--- src/rtl/wam_hit.sv ---
// Whack-a-mole hit detector: synchronizes player buttons, classifies presses as
// hits or misses against the mole mask, and keeps BCD score/miss counters.
//
// state | meaning
// IDLE  | game paused or not yet started; presses discarded
// PLAY  | presses accepted and scored
// OVER  | miss limit reached; counters frozen until clr
module wam_hit #(
  parameter logic [7:0] MAX_MISS = 8'h05,
  parameter int         WIDTH    = 8
) (
  input  logic             clk,
  input  logic             clr,
  input  logic             en,
  input  logic [WIDTH-1:0] holes,
  input  logic [WIDTH-1:0] btn,
  output logic [WIDTH-1:0] hit,
  output logic             hit_pulse,
  output logic             miss_pulse,
  output logic [7:0]       score,
  output logic [7:0]       misses,
  output logic             over
);

  typedef enum logic [1:0] {IDLE, PLAY, OVER} state_t;

  state_t           state_q, state_d;
  logic [WIDTH-1:0] s1_q, s1_d, s2_q, s2_d, s3_q, s3_d;
  logic [WIDTH-1:0] arm_q, arm_d;
  logic [1:0]       vld_q, vld_d;
  logic [WIDTH-1:0] lock_q, lock_d;
  logic [7:0]       score_q, score_d, misses_q, misses_d;
  logic             hit_pulse_q, hit_pulse_d, miss_pulse_q, miss_pulse_d;

  logic [WIDTH-1:0] press, accepted, hit_vec, miss_vec;
  logic             hit_evt, miss_evt;

  function automatic logic [7:0] bcd_inc(input logic [7:0] v);
    logic [7:0] r;
    if (v == 8'h99)           r = v;
    else if (v[3:0] == 4'd9)  r = {v[7:4] + 4'd1, 4'd0};
    else                      r = {v[7:4], v[3:0] + 4'd1};
    return r;
  endfunction

  // A button only arms once the synchronizer has refilled after clr and shows it
  // released, so a button held through clr does not look like a fresh edge.
  always_comb begin
    s1_d  = btn;
    s2_d  = s1_q;
    s3_d  = s2_q;
    vld_d = {vld_q[0], 1'b1};
    arm_d = arm_q | ({WIDTH{vld_q[1]}} & ~s2_q);
  end

  always_comb begin
    press    = s2_q & ~s3_q & arm_q;
    accepted = press & {WIDTH{(state_q == PLAY) && en}};
    hit_vec  = accepted & holes & ~lock_q;
    miss_vec = accepted & ~hit_vec;
    hit_evt  = |hit_vec;
    miss_evt = |miss_vec;
  end

  always_comb begin
    state_d      = state_q;
    lock_d       = (lock_q | hit_vec) & holes;
    score_d      = hit_evt  ? bcd_inc(score_q)  : score_q;
    misses_d     = miss_evt ? bcd_inc(misses_q) : misses_q;
    hit_pulse_d  = hit_evt;
    miss_pulse_d = miss_evt;
    case (state_q)
      IDLE: if (en) state_d = PLAY;
      PLAY: begin
        if (!en)                                  state_d = IDLE;
        else if (miss_evt && misses_d == MAX_MISS) state_d = OVER;
      end
      OVER:    state_d = OVER;
      default: state_d = IDLE;
    endcase
  end

  always_ff @(posedge clk) begin
    if (clr) begin
      state_q      <= IDLE;
      s1_q         <= '0;
      s2_q         <= '0;
      s3_q         <= '0;
      arm_q        <= '0;
      vld_q        <= '0;
      lock_q       <= '0;
      score_q      <= 8'h00;
      misses_q     <= 8'h00;
      hit_pulse_q  <= 1'b0;
      miss_pulse_q <= 1'b0;
    end else begin
      state_q      <= state_d;
      s1_q         <= s1_d;
      s2_q         <= s2_d;
      s3_q         <= s3_d;
      arm_q        <= arm_d;
      vld_q        <= vld_d;
      lock_q       <= lock_d;
      score_q      <= score_d;
      misses_q     <= misses_d;
      hit_pulse_q  <= hit_pulse_d;
      miss_pulse_q <= miss_pulse_d;
    end
  end

  assign hit        = lock_q;
  assign hit_pulse  = hit_pulse_q;
  assign miss_pulse = miss_pulse_q;
  assign score      = score_q;
  assign misses     = misses_q;
  assign over       = (state_q == OVER);

endmodule

--- config.mk ---
export PLATFORM = sky130hd
export DESIGN_NAME = wam_hit
export DESIGN_NICKNAME = d
export VERILOG_FILES = /design/src/rtl/wam_hit.sv
export SDC_FILE = /design/constraint.sdc
export NUM_CORES = 1
export LEC_CHECK = 0
export CAP_MARGIN = 20
export CORE_MARGIN = 3
export CORE_UTILIZATION = 51
export CTS_CLUSTER_DIAMETER = 150
export DETAILED_ROUTE_END_ITERATION = 8
export PLACE_DENSITY = 0.86
export SYNTH_ARGS = -nofsm -noshare
export SYNTH_HDL_FRONTEND = slang
export SYNTH_SLANG_ARGS = --single-unit
--- constraint.sdc ---
create_clock -name clk -period 2.8 [get_ports clk]
set_clock_uncertainty 0.2 [all_clocks]
set_input_delay 0.42 -clock clk [delete_from_list [all_inputs] [get_ports clk]]
set_output_delay 0.42 -clock clk [all_outputs]
set_load 0.03 [all_outputs]
==> results.tsv <==
stage	metric	value	unit
yosys	synth_edf_count	0	
worst_setup_path	end_kind	flip-flop	
yosys	synthTopCellsByCount	dfxtp_1, nor2_1, nor2b_1, a21oi_1, inv_1	
yosys	ys_warn_count	0	
yosys	synth_compound_gate_area_share	14.01	%
clock_tree	htree_levels	3	
placement	dp_slack	233.1	ps
timing	worstMarginPinSlew	790.5	ps
yosys	seq_area_frac_synth	50.00	%
die	fp.coreArea	4534	um^2
timing	setup_viol	0	
die	io_pins	46	
timing	fin_ws	549.5	ps
global_route	overflow	0	
clock_tree	root_buffer	clkbuf_8	
clock_tree	cts_tree	built	
worst_setup_path	crit_arrival	2320	ps
route	dr.pass1.iters	5	
die	initial_core_util	54.75	%
clock_tree	numCtsBuffers	9	
yosys	synthCells	270	
timing	slew_headroom	46.86	%
route	vias_per_cell	5.396	
worst_setup_path	critPathKind	in -> reg	
die	die_h	75.77	um
worst_setup_path	startpoint_type	input port	
power_and_ir_drop	power	1.778	mW
yosys	synth_adder_area_share	2.016	%
route	drt_iter0_drc	161	
yosys	postSynthAreaPerCell	9.194	um^2
timing	hold_violations	0	
final_layout	area_growth	28.33	%
final_layout	num_antenna_cells	0	
die	die_area	5740	um^2
yosys	yosysTopAreaCell	dfxtp_1	
yosys	synth_top_area_share	50.00	%
global_route	antenna_found_initial	0	
yosys	synth.most_common_cell	dfxtp_1	
timing	finalCriticalPeriod	2251	ps
global_route	grt_util_all_layers	20.75	%
global_route	grt_max_degree	31	
yosys	synthSimpleGateAreaFrac	29.03	%
placement	dp_hpwl	3.642	mm
yosys	ys_ff_latch	62	
route	drt_wl_total	5.370	mm
yosys	synth_top_family_by_area	simple AND/OR/NAND/NOR gates	
yosys	synth_cell_types	42	
clock_tree	path_clk_slew	70	ps
yosys	synth_fp_nets	293	
route	avgRoutedWirePerCell	13.80	um
hold_path	hold_path.class	in -> reg	
yosys	yosys-top-cells-area	dfxtp_1, nor2b_1, nor2_1	
timing	setup_tns	0	ps
clock_tree	cts_hold_buf	0	
yosys	synthMuxAreaShare	0.6048	%
final_layout	nFillCells	351	
final_layout	regArea	1241	um^2
final_layout	nNetsFinal	342	
worst_setup_path	cp_max_fo	10	
global_route	grt_pass1_vias	1933	
placement	io_buffers	45	
timing	period_share	80.38	%
yosys	async_flop_share	0	%
global_route	grt_pass1_wl	8.914	mm
die	rows	24	
clock_tree	post_cts_buffers	0	
power_and_ir_drop	cellPowerDensity	558.0	nW/um^2
outcome	status	completed	
route	num_vias	2099	
yosys	synth_flop_cell	dfxtp_1	
yosys	synth_xor_area_share	0	%
run	maxCapViolations	0	
clock_tree	insertion_delay	340	ps
power_and_ir_drop	ir_worst_vdd	294.2	uV
timing	fmax	444.3	MHz
placement	place.gp.congestion	0.8455	
clock_tree	cts_buffer_depth	2	
route	ant_nets	0	
worst_setup_path	required	2870	ps
timing	grt_setup_unrepaired	false	
route	drc	0	
clock_tree	cts.sinks	62	
yosys	syn_area	2482	um^2
final_layout	drive_above_1_share	8.642	%
die	die_x	75.77	um
power_and_ir_drop	p_leak	1.184	nW
clock_tree	cts_resized	0	
final_layout	multi_input_area	1134	um^2
timing	drv_slew	0	
## registers in the layout, indices dropped and copies added (netlist names)
signal,cells
arm_q,8
hit,8
hit_pulse,1
miss_pulse,1
misses,8
s1_q,8
s2_q,8
s3_q,8
score,8
state_q,2
vld_q,2
## metrics by stage
stage               instance area (um^2)  hold slack, ps  instances  util, %
finish                              3186           227.8        389    70.25
detailed placement                  2995           230.2        373    66.06
floorplan                           2482           213.8        270        -
CTS                                 3186           242.5        389    70.25
global placement                    2995           217.3        373    66.06
global route                        3186           254.8        389    70.25
## layout make-up
| type | count | area share, % |
|---|---|---|
| Clock inverter | 6 | 1.964 |
| Timing Repair Buffer | 49 | 14.93 |
| Inverter | 17 | 2.003 |
| Sequential cell | 62 | 38.96 |
| Clock buffer | 10 | 4.006 |
| Multi-Input combinational cell | 180 | 35.59 |
| Tap cell | 65 | 2.553 |
## worst max-delay path: stages
cell	delay [ps]
clkdlybuf4s50_1	520
clkinv_1	100
o32ai_1	440
nor4_2	200
or4_1	500
a21oi_1	150
## cell usage in the layout, fill, tap and decap left out, types with 5 or more instances in the layout
master and instances:
clkbuf_8 9, nand2b_1 6, a21oi_1 21, nand3_1 5, dfxtp_1 62, nor2b_1 26, nand3b_1 8, inv_1 15
or4_1 6, nand2_1 5, or3_1 5, nor3_1 7, clkdlybuf4s50_1 44, o21ai_0 7, nor2_1 33
## logic make-up after synthesis
family,after synthesis
buffers and inverters,28
and+or+nand+nor,121
adders and majority gates,4
DFF,62
AOI/OAI and AO/OA,54
muxes,1
## path summary, 6_finish.rpt
path	startpoint	end	slack, ps	depth (start not counted)
worst min register to register	s1_q[7]	s2_q[7]	240	1
worst max-delay path	holes[2]	score[6]	550	6
worst max register to register	hit[1]	score[5]	730	5
worst min-delay path	clr	vld_q[0]	230	2
## power by group
part           switching [mW]  internal (mW)
Clock                   0.350          0.407
Sequential             0.0120          0.907
Combinational          0.0522         0.0497
Total                   0.414           1.36
## metal layers
metal  track usage, %  routed length [um]  part of all wire (%)
met1            28.65                2591                    48
met2            29.85                2390                    45
met3            6.860                 307                   5.7
met4            8.155                  80                   1.5
met5                0                   0                     0
Power figures use the tool's default switching activity.
